### config.mk
export PLATFORM = sky130hd
export DESIGN_NAME = nes_pad_poller
export DESIGN_NICKNAME = d
export VERILOG_FILES = /design/src/rtl/nes_pad_poller.sv
export SDC_FILE = /design/constraint.sdc
export NUM_CORES = 1
export LEC_CHECK = 0
export CAP_MARGIN = 15
export CORE_AREA = 2 2 107 109
export DETAILED_ROUTE_END_ITERATION = 12
export DIE_AREA = 0 0 109 111
export PLACE_DENSITY = 0.65
export SYNTH_ARGS = -nofsm -noshare
export SYNTH_HDL_FRONTEND = slang
export SYNTH_SLANG_ARGS = --single-unit
### constraint.sdc
create_clock -name sysclk -period 2.1 [get_ports sysclk]
set_clock_uncertainty 0.1 [all_clocks]
set_input_delay 0.63 -clock sysclk [delete_from_list [all_inputs] [get_ports sysclk]]
set_output_delay 0.63 -clock sysclk [all_outputs]
set_load 0.03 [all_outputs]
### src/rtl/nes_pad_poller.sv
// Polls NUM_CTRL serial NES/SNES pads at a fixed rate and deserialises them into a pressed-high button vector.
// Optional auto-repeat of held buttons in btn_pressed is built when NES_AUTOREPEAT_EN is defined.
module nes_pad_poller #(
  parameter int NUM_CTRL     = 2,
  parameter int NUM_BITS     = 8,
  parameter int LATCH_CYCLES = 1200,
  parameter int HALF_CYCLES  = 600,
  parameter int POLL_CYCLES  = 1666667,
  parameter int REPEAT_DELAY = 30,
  parameter int REPEAT_RATE  = 6
) (
  input  logic                         sysclk,
  input  logic                         reset_high,
  input  logic [NUM_CTRL-1:0]          nes_data,
  output logic [NUM_CTRL-1:0]          nes_latch,
  output logic [NUM_CTRL-1:0]          nes_pulse,
  output logic [NUM_CTRL*NUM_BITS-1:0] btn_state,
  output logic                         btn_valid,
  output logic [NUM_CTRL*NUM_BITS-1:0] btn_pressed
);

  localparam int W    = NUM_CTRL * NUM_BITS;
  localparam int PW   = $clog2(POLL_CYCLES + 1);
  localparam int CMAX = (LATCH_CYCLES > HALF_CYCLES) ? LATCH_CYCLES : HALF_CYCLES;
  localparam int CW   = $clog2(CMAX + 1);
  localparam int BW   = $clog2(NUM_BITS + 1);

  typedef enum logic [2:0] {
    S_IDLE, S_LATCH, S_SETTLE, S_PULSE_HI, S_PULSE_LO, S_DONE
  } state_t;

  state_t              state_q, state_d;
  logic [PW-1:0]       poll_q;
  logic                tick;
  logic [NUM_CTRL-1:0] sync1_q, sync2_q, pressed_now;
  logic [CW-1:0]       cnt_q, cnt_d;
  logic [BW-1:0]       bit_q, bit_d;
  logic [W-1:0]        shift_q, shift_d;
  logic [W-1:0]        btn_state_q, btn_pressed_q, pressed_d;
  logic                cnt_last, sample;
  logic                latch_q, pulse_q, valid_q;
  logic                latch_d, pulse_d, done_d;

  assign tick        = (poll_q == PW'(POLL_CYCLES - 1));
  assign pressed_now = ~sync2_q;

  assign nes_latch   = {NUM_CTRL{latch_q}};
  assign nes_pulse   = {NUM_CTRL{pulse_q}};
  assign btn_state   = btn_state_q;
  assign btn_valid   = valid_q;
  assign btn_pressed = btn_pressed_q;

  always_ff @(posedge sysclk) begin
    if (reset_high) begin
      state_q       <= S_IDLE;
      poll_q        <= '0;
      sync1_q       <= '0;
      sync2_q       <= '0;
      cnt_q         <= '0;
      bit_q         <= '0;
      shift_q       <= '0;
      latch_q       <= 1'b0;
      pulse_q       <= 1'b0;
      valid_q       <= 1'b0;
      btn_state_q   <= '0;
      btn_pressed_q <= '0;
    end else begin
      state_q       <= state_d;
      poll_q        <= tick ? '0 : poll_q + PW'(1);
      sync1_q       <= nes_data;
      sync2_q       <= sync1_q;
      cnt_q         <= cnt_d;
      bit_q         <= bit_d;
      shift_q       <= shift_d;
      latch_q       <= latch_d;
      pulse_q       <= pulse_d;
      valid_q       <= done_d;
      btn_pressed_q <= done_d ? pressed_d : '0;
      if (done_d) btn_state_q <= shift_d;
    end
  end

  always_comb begin
    state_d  = state_q;
    cnt_last = (state_q == S_LATCH) ? (cnt_q == CW'(LATCH_CYCLES - 1))
                                    : (cnt_q == CW'(HALF_CYCLES - 1));
    sample   = cnt_last && (state_q == S_SETTLE || state_q == S_PULSE_LO);
    case (state_q)
      S_IDLE:     if (tick) state_d = S_LATCH;
      S_LATCH:    if (cnt_last) state_d = S_SETTLE;
      S_SETTLE:   if (cnt_last) state_d = S_PULSE_HI;
      S_PULSE_HI: if (cnt_last) state_d = S_PULSE_LO;
      S_PULSE_LO: if (cnt_last) state_d = (bit_q == BW'(NUM_BITS - 1)) ? S_DONE : S_PULSE_HI;
      S_DONE:     state_d = S_IDLE;
      default:    state_d = S_IDLE;
    endcase

    cnt_d = (state_q == S_IDLE || state_d != state_q) ? '0 : cnt_q + CW'(1);
    bit_d = (state_q == S_IDLE) ? '0 : (sample ? bit_q + BW'(1) : bit_q);

    // Shift right so the first bit out of the pad lands at index 0 of each pad slice.
    shift_d = shift_q;
    if (sample) begin
      for (int unsigned c = 0; c < NUM_CTRL; c++) begin
        shift_d[c*NUM_BITS +: NUM_BITS] = {pressed_now[c], shift_q[c*NUM_BITS+1 +: NUM_BITS-1]};
      end
    end
  end

  always_comb begin
    latch_d = (state_d == S_LATCH);
    pulse_d = (state_d == S_PULSE_HI);
    done_d  = (state_d == S_DONE);
  end

`ifdef NES_AUTOREPEAT_EN
  logic [NUM_CTRL-1:0][15:0] rep_q, rep_d;
  logic [31:0]               rk;

  always_ff @(posedge sysclk) begin
    if (reset_high) rep_q <= '0;
    else            rep_q <= rep_d;
  end

  // Repeat decision uses the counter value after this poll's update.
  always_comb begin
    rep_d     = rep_q;
    pressed_d = shift_d & ~btn_state_q;
    rk        = '0;
    if (done_d) begin
      for (int unsigned c = 0; c < NUM_CTRL; c++) begin
        if (shift_d[c*NUM_BITS +: NUM_BITS] != btn_state_q[c*NUM_BITS +: NUM_BITS] ||
            shift_d[c*NUM_BITS +: NUM_BITS] == '0) begin
          rep_d[c] = '0;
        end else if (rep_q[c] != '1) begin
          rep_d[c] = rep_q[c] + 16'd1;
        end
        rk = 32'(rep_d[c]);
        if (rk == 32'(REPEAT_DELAY) ||
            (rk > 32'(REPEAT_DELAY) && ((rk - 32'(REPEAT_DELAY)) % 32'(REPEAT_RATE)) == 32'd0)) begin
          pressed_d[c*NUM_BITS +: NUM_BITS] = pressed_d[c*NUM_BITS +: NUM_BITS] |
                                              shift_d[c*NUM_BITS +: NUM_BITS];
        end
      end
    end
  end
`else
  always_comb begin
    pressed_d = shift_d & ~btn_state_q;
  end
`endif

endmodule

==> results list, run 1 <==
* Post-DR wirelength/cell: 12.8 um
- Detailed placement finished with a half-perimeter wire length of 5.05 mm.
- Effective utilization at floorplan: 33.9%
- Worst-case setup margin in the final layout: between 50 and 60 ps
* Slack of the worst reg-to-reg path: 60 ps
- Number of max-capacitance violations reported: 0
- Traced cell by cell, the critical path runs through clkdlybuf4s50_1.
- For the pin with the worst max-slew slack, the measured transition is about 410 ps.
- Filler instances: 1039
- Post-DRT Antenna Nets: 0
- Measured in cells, the most critical reg-to-reg path has a length of 7.
- Fmax: 488 MHz
- STA classifies the critical path endpoint as an output port.
* Synthesized net count: 391
- Routability cong.: between 0.9 and 1
* Number of vias after detailed routing: 2785
- Number of warnings printed during yosys synthesis: 0
* Average via count per standard cell: around 4.8
- Wires add up to 7.50 mm.
- The number of global-route vias before repair was 2747.
- The number of antenna violations at the first check in global routing was 0.
* Worst Path Buf+Inv: 1
- Number of synthesized flops with an enable pin: 0
* Slowest cell on the critical path: sky130_fd_sc_hd__clkdlybuf4s50_1
- Setup total negative slack on the finished layout was measured at 0 ps.
- For this run, the leading register cell type out of synthesis is sky130_fd_sc_hd__dfxtp_1.
- Sequential cells were found to cover 50.1% of the synthesized design area.
* Maximum number of pins on one net before global-route repair: 39
* Hold wc startpoint: sync1_q[1]
- Cells fill 44.2% of the core in the end.
* Synth async-reset ratio: 0%
* Die width: 109 um
- Number of setup violations in the final report: 0
* Critical path required time: 1370 ps
* Number of failing hold endpoints at the final stage: 0
- For this run, design rule violations remaining after detail routing come to 0.
- The first routing iteration left 145 violations.
- Number of instances on the worst hold path: 1
* Crit-path max cell delay: 660 ps
- Wire length the detailed router placed on met1: 3.51 mm
* Die Outline Area: about 12000 um^2
- Layout cells sized above 1: 20.5%
* Setup repair after global routing missed its margin: true
- In the detailed route, the total length drawn on met3 is ~310 um.
- # nets final: about 450
- In this run the mean area of a mapped cell was 9.81 um^2.
- Yosys mapped the design onto 53 distinct sky130hd cell types.
* Max transition margin: 73.0%
- CTS saw 94 sinks.
- Top metal layer carrying routed signals: met4
- No sink is reached through more buffers than the 2 on the longest clock path.
* Overall track demand over capacity in global routing: 13.1%
* Latest clock arrival within the worst-skew pair: between 300 and 400 ps
- The initialized floorplan defines 39 standard-cell rows.
- Data on the critical path arrives at its endpoint at 1320 ps.
- Global-route wire length before repair: 12.6 mm
- Synthesis handed over a netlist of 383 instances.
* Share of the cycle needed by the critical path after routing: 97.5%
- The kind of cell with the highest combined delay along the critical path is buffers and inverters.
* Clock tree from TritonCTS: built
- VDD sags by at most 0.489 mV.
- H-tree level count: 3
- During I/O placement, the number of pins put on the boundary was roughly 40.
* Critical path fanouts, max: 1
* Met2 wire length: ~3.6 mm
- The clock period could shrink to slightly above 2000 ps.
- Clock-pin slew was measured on the worst setup and hold paths at 70 ps.
- Post-Synthesis Cell Area: 3760 um^2
- The path class of the tightest hold or removal check is reg -> reg.
- The repair_antennas step left the layout with diodes totalling 0.
- Leftover overflow at the end of global routing: 0
* Hold-fix buffers, CTS: 0
- Compared with the post-synthesis result, the final layout area differs by 30.3%.
- Run status: complete, no violations
* Total power divided by cell area: between 700 and 800 nW/um^2
- Post-synthesis register bit count: 94
- Buffers placed on the I/O ports in this run total 40.
- The total area inside the core boundary comes to 11100 um^2.
- Clock buffers created by TritonCTS: 9
- The setup path with the least slack is of type reg -> out.
* Post-layout power: 3.56 mW
- Count of final max-slew check failures: 0
* Launching element type of the critical path: register
* Die Height: about 110 um
* Endpoint of the worst hold-timing path: sync2_q[1]
* Worst slack on hold paths: roughly 340 ps
- In this run the critical register-to-register path is launched from cnt_q[1].
- Leak: 1.96 nW
- For this run, the detailed router's first-pass iteration total came to 5.
* Clock tree root buffer cell: sky130_fd_sc_hd__clkbuf_16
* Pre-CTS worst setup slack: -24.3 ps
* Worst flop-to-flop path endpoint: bit_q[3]
## flip-flops by register name, summed over array words and instances (netlist names)
register and cells:
bit_q 4, btn_state 16, btn_valid 1, sync2_q 2, shift_q 16, sync1_q 2, latch_q 1, cnt_q 11
state_q 3, pulse_q 1, poll_q 21, btn_pressed 16
## how the worst max path moves through the flow
stage / startpoint / to / slack [ps] / depth (start not counted)
floorplan: cnt_q[0] / btn_state[10] / 140 / 8
global placement: reset_high / cnt_q[4] / -1 / 5
detailed placement: reset_high / cnt_q[1] / -20 / 5
CTS: pulse_q / nes_pulse[0] / 0.1 / 1
global route: cnt_q[1] / btn_state[6] / -10 / 7
finish: btn_pressed[6] / btn_pressed[6] / 50 / 1
## per-stage QoR
step	instance area, um^2	cells
2_1_floorplan	3760	383
3_3_place_gp	4380	566
4_1_cts	4680	581
5_1_grt	4900	586
3_5_place_dp	4380	566
6_report	4900	586
## cells in the final DEF, fill, tap and decap left out, drive strengths merged, types with 2 or more instances in the layout
cell           count
dfxtp             94
nor2              80
buf               24
nor3              20
xor2              19
dlygate4sd2       18
clkdlybuf4s50     15
mux2i             15
a211oi            14
nand3             13
nand2             12
clkbuf            11
nand4             10
inv               10
xnor2              9
a21oi              9
dlymetal6s2s       7
and3               6
or3                6
o21ai              4
nor2b              4
ha                 4
nand2b             4
o32a               4
nand3b             2
o211a              2
and2               2
and4               2
or2                2
bufinv             2
and3b              2
and4bb             2
## synthesized netlist by cell type, types with 2 or more instances
cell type,n,area share [%]
sky130_fd_sc_hd__nor2_1,80,8.0
sky130_fd_sc_hd__buf_2,2,0.27
sky130_fd_sc_hd__o211a_1,2,0.53
sky130_fd_sc_hd__buf_6,5,1.5
sky130_fd_sc_hd__nand2_1,12,1.2
sky130_fd_sc_hd__nor3_1,9,1.2
sky130_fd_sc_hd__mux2i_1,15,4.0
sky130_fd_sc_hd__nand2b_1,3,0.50
sky130_fd_sc_hd__o32a_1,2,0.53
sky130_fd_sc_hd__a211oi_1,14,2.8
sky130_fd_sc_hd__or2_2,2,0.33
sky130_fd_sc_hd__or3_1,6,1.0
sky130_fd_sc_hd__nor2b_1,4,0.67
sky130_fd_sc_hd__and3_1,5,0.83
sky130_fd_sc_hd__dfxtp_1,94,50
sky130_fd_sc_hd__and2_1,2,0.33
sky130_fd_sc_hd__o21ai_0,4,0.53
sky130_fd_sc_hd__nor3_2,11,2.9
sky130_fd_sc_hd__a21oi_1,9,1.2
sky130_fd_sc_hd__buf_8,2,0.80
sky130_fd_sc_hd__xor2_1,19,4.4
sky130_fd_sc_hd__buf_4,5,1.0
sky130_fd_sc_hd__nand3_1,13,1.7
sky130_fd_sc_hd__nand3b_1,2,0.40
sky130_fd_sc_hd__nand4_1,9,1.5
sky130_fd_sc_hd__inv_1,8,0.80
sky130_fd_sc_hd__clkbuf_1,6,0.60
sky130_fd_sc_hd__xnor2_1,9,2.1
sky130_fd_sc_hd__ha_1,4,1.3
sky130_fd_sc_hd__and4_1,2,0.47
## layer usage
layer / GRT usage (%) / vias to the layer above
met5: 0 / -
met1: 16.7 / 1317
met3: 4.29 / 5
met2: 20.3 / 42
li1: - / 1421
met4: 5.04 / 0
## kinds of logic (layout without fill, tap and decap cells)
group | count (synthesis) | count (layout) | synth area share, %
AND/OR/NAND/NOR | 173 | 173 | 24.8
flip-flops | 94 | 94 | 50.1
AO/OA/AOI/OAI | 40 | 40 | 7.99
buffers and inverters | 29 | 89 | 5.23
XOR/XNOR | 28 | 28 | 6.53
multiplexers | 15 | 15 | 4.00
adder cells (fa/ha/maj) | 4 | 4 | 1.33
## layout make-up
cell class                      instances  area, um^2  area share, %
Inverter                                8        30.0          0.613
Clock buffer                            9         225           4.60
Tap cell                              143         179           3.65
Multi-Input combinational cell        260        1810           36.9
Clock inverter                          6        93.8           1.92
Timing Repair Buffer                   66         676           13.8
Sequential cell                        94        1890           38.5
## report_power, final
| part | internal, mW | switching, mW |
|---|---|---|
| sequential | 1.79 | 0.00480 |
| combinational | 0.0242 | 0.0282 |
| clock | 1.05 | 0.670 |
| total | 2.86 | 0.703 |
## what timing repair did
item | 4_1_cts | 5_1_grt
gates cloned | 0 | 2
pin swaps | 0 | 6
setup endpoints to repair | 19 | 56
resized for setup | 19 | 35
setup buffers | 0 | 3
endpoints found under the hold margin | 0 | 0
No activity file was read; power rests on OpenSTA's default activity.
==> inputs of run 2 (changes only) <==
ABC_CLOCK_PERIOD_IN_PS = 2100   (was not set)
==> results of run 2 <==
Same layout as run 1: the final DEF is identical, and so are final timing and power.
==> inputs of run 3 (changes only) <==
GPL_ROUTABILITY_DRIVEN = 1   (was not set)
GPL_TIMING_DRIVEN = 1   (was not set)
SLEW_MARGIN = 30   (was not set)
==> results of run 3 <==
Same layout as run 1: the final DEF is identical, and so are final timing and power.
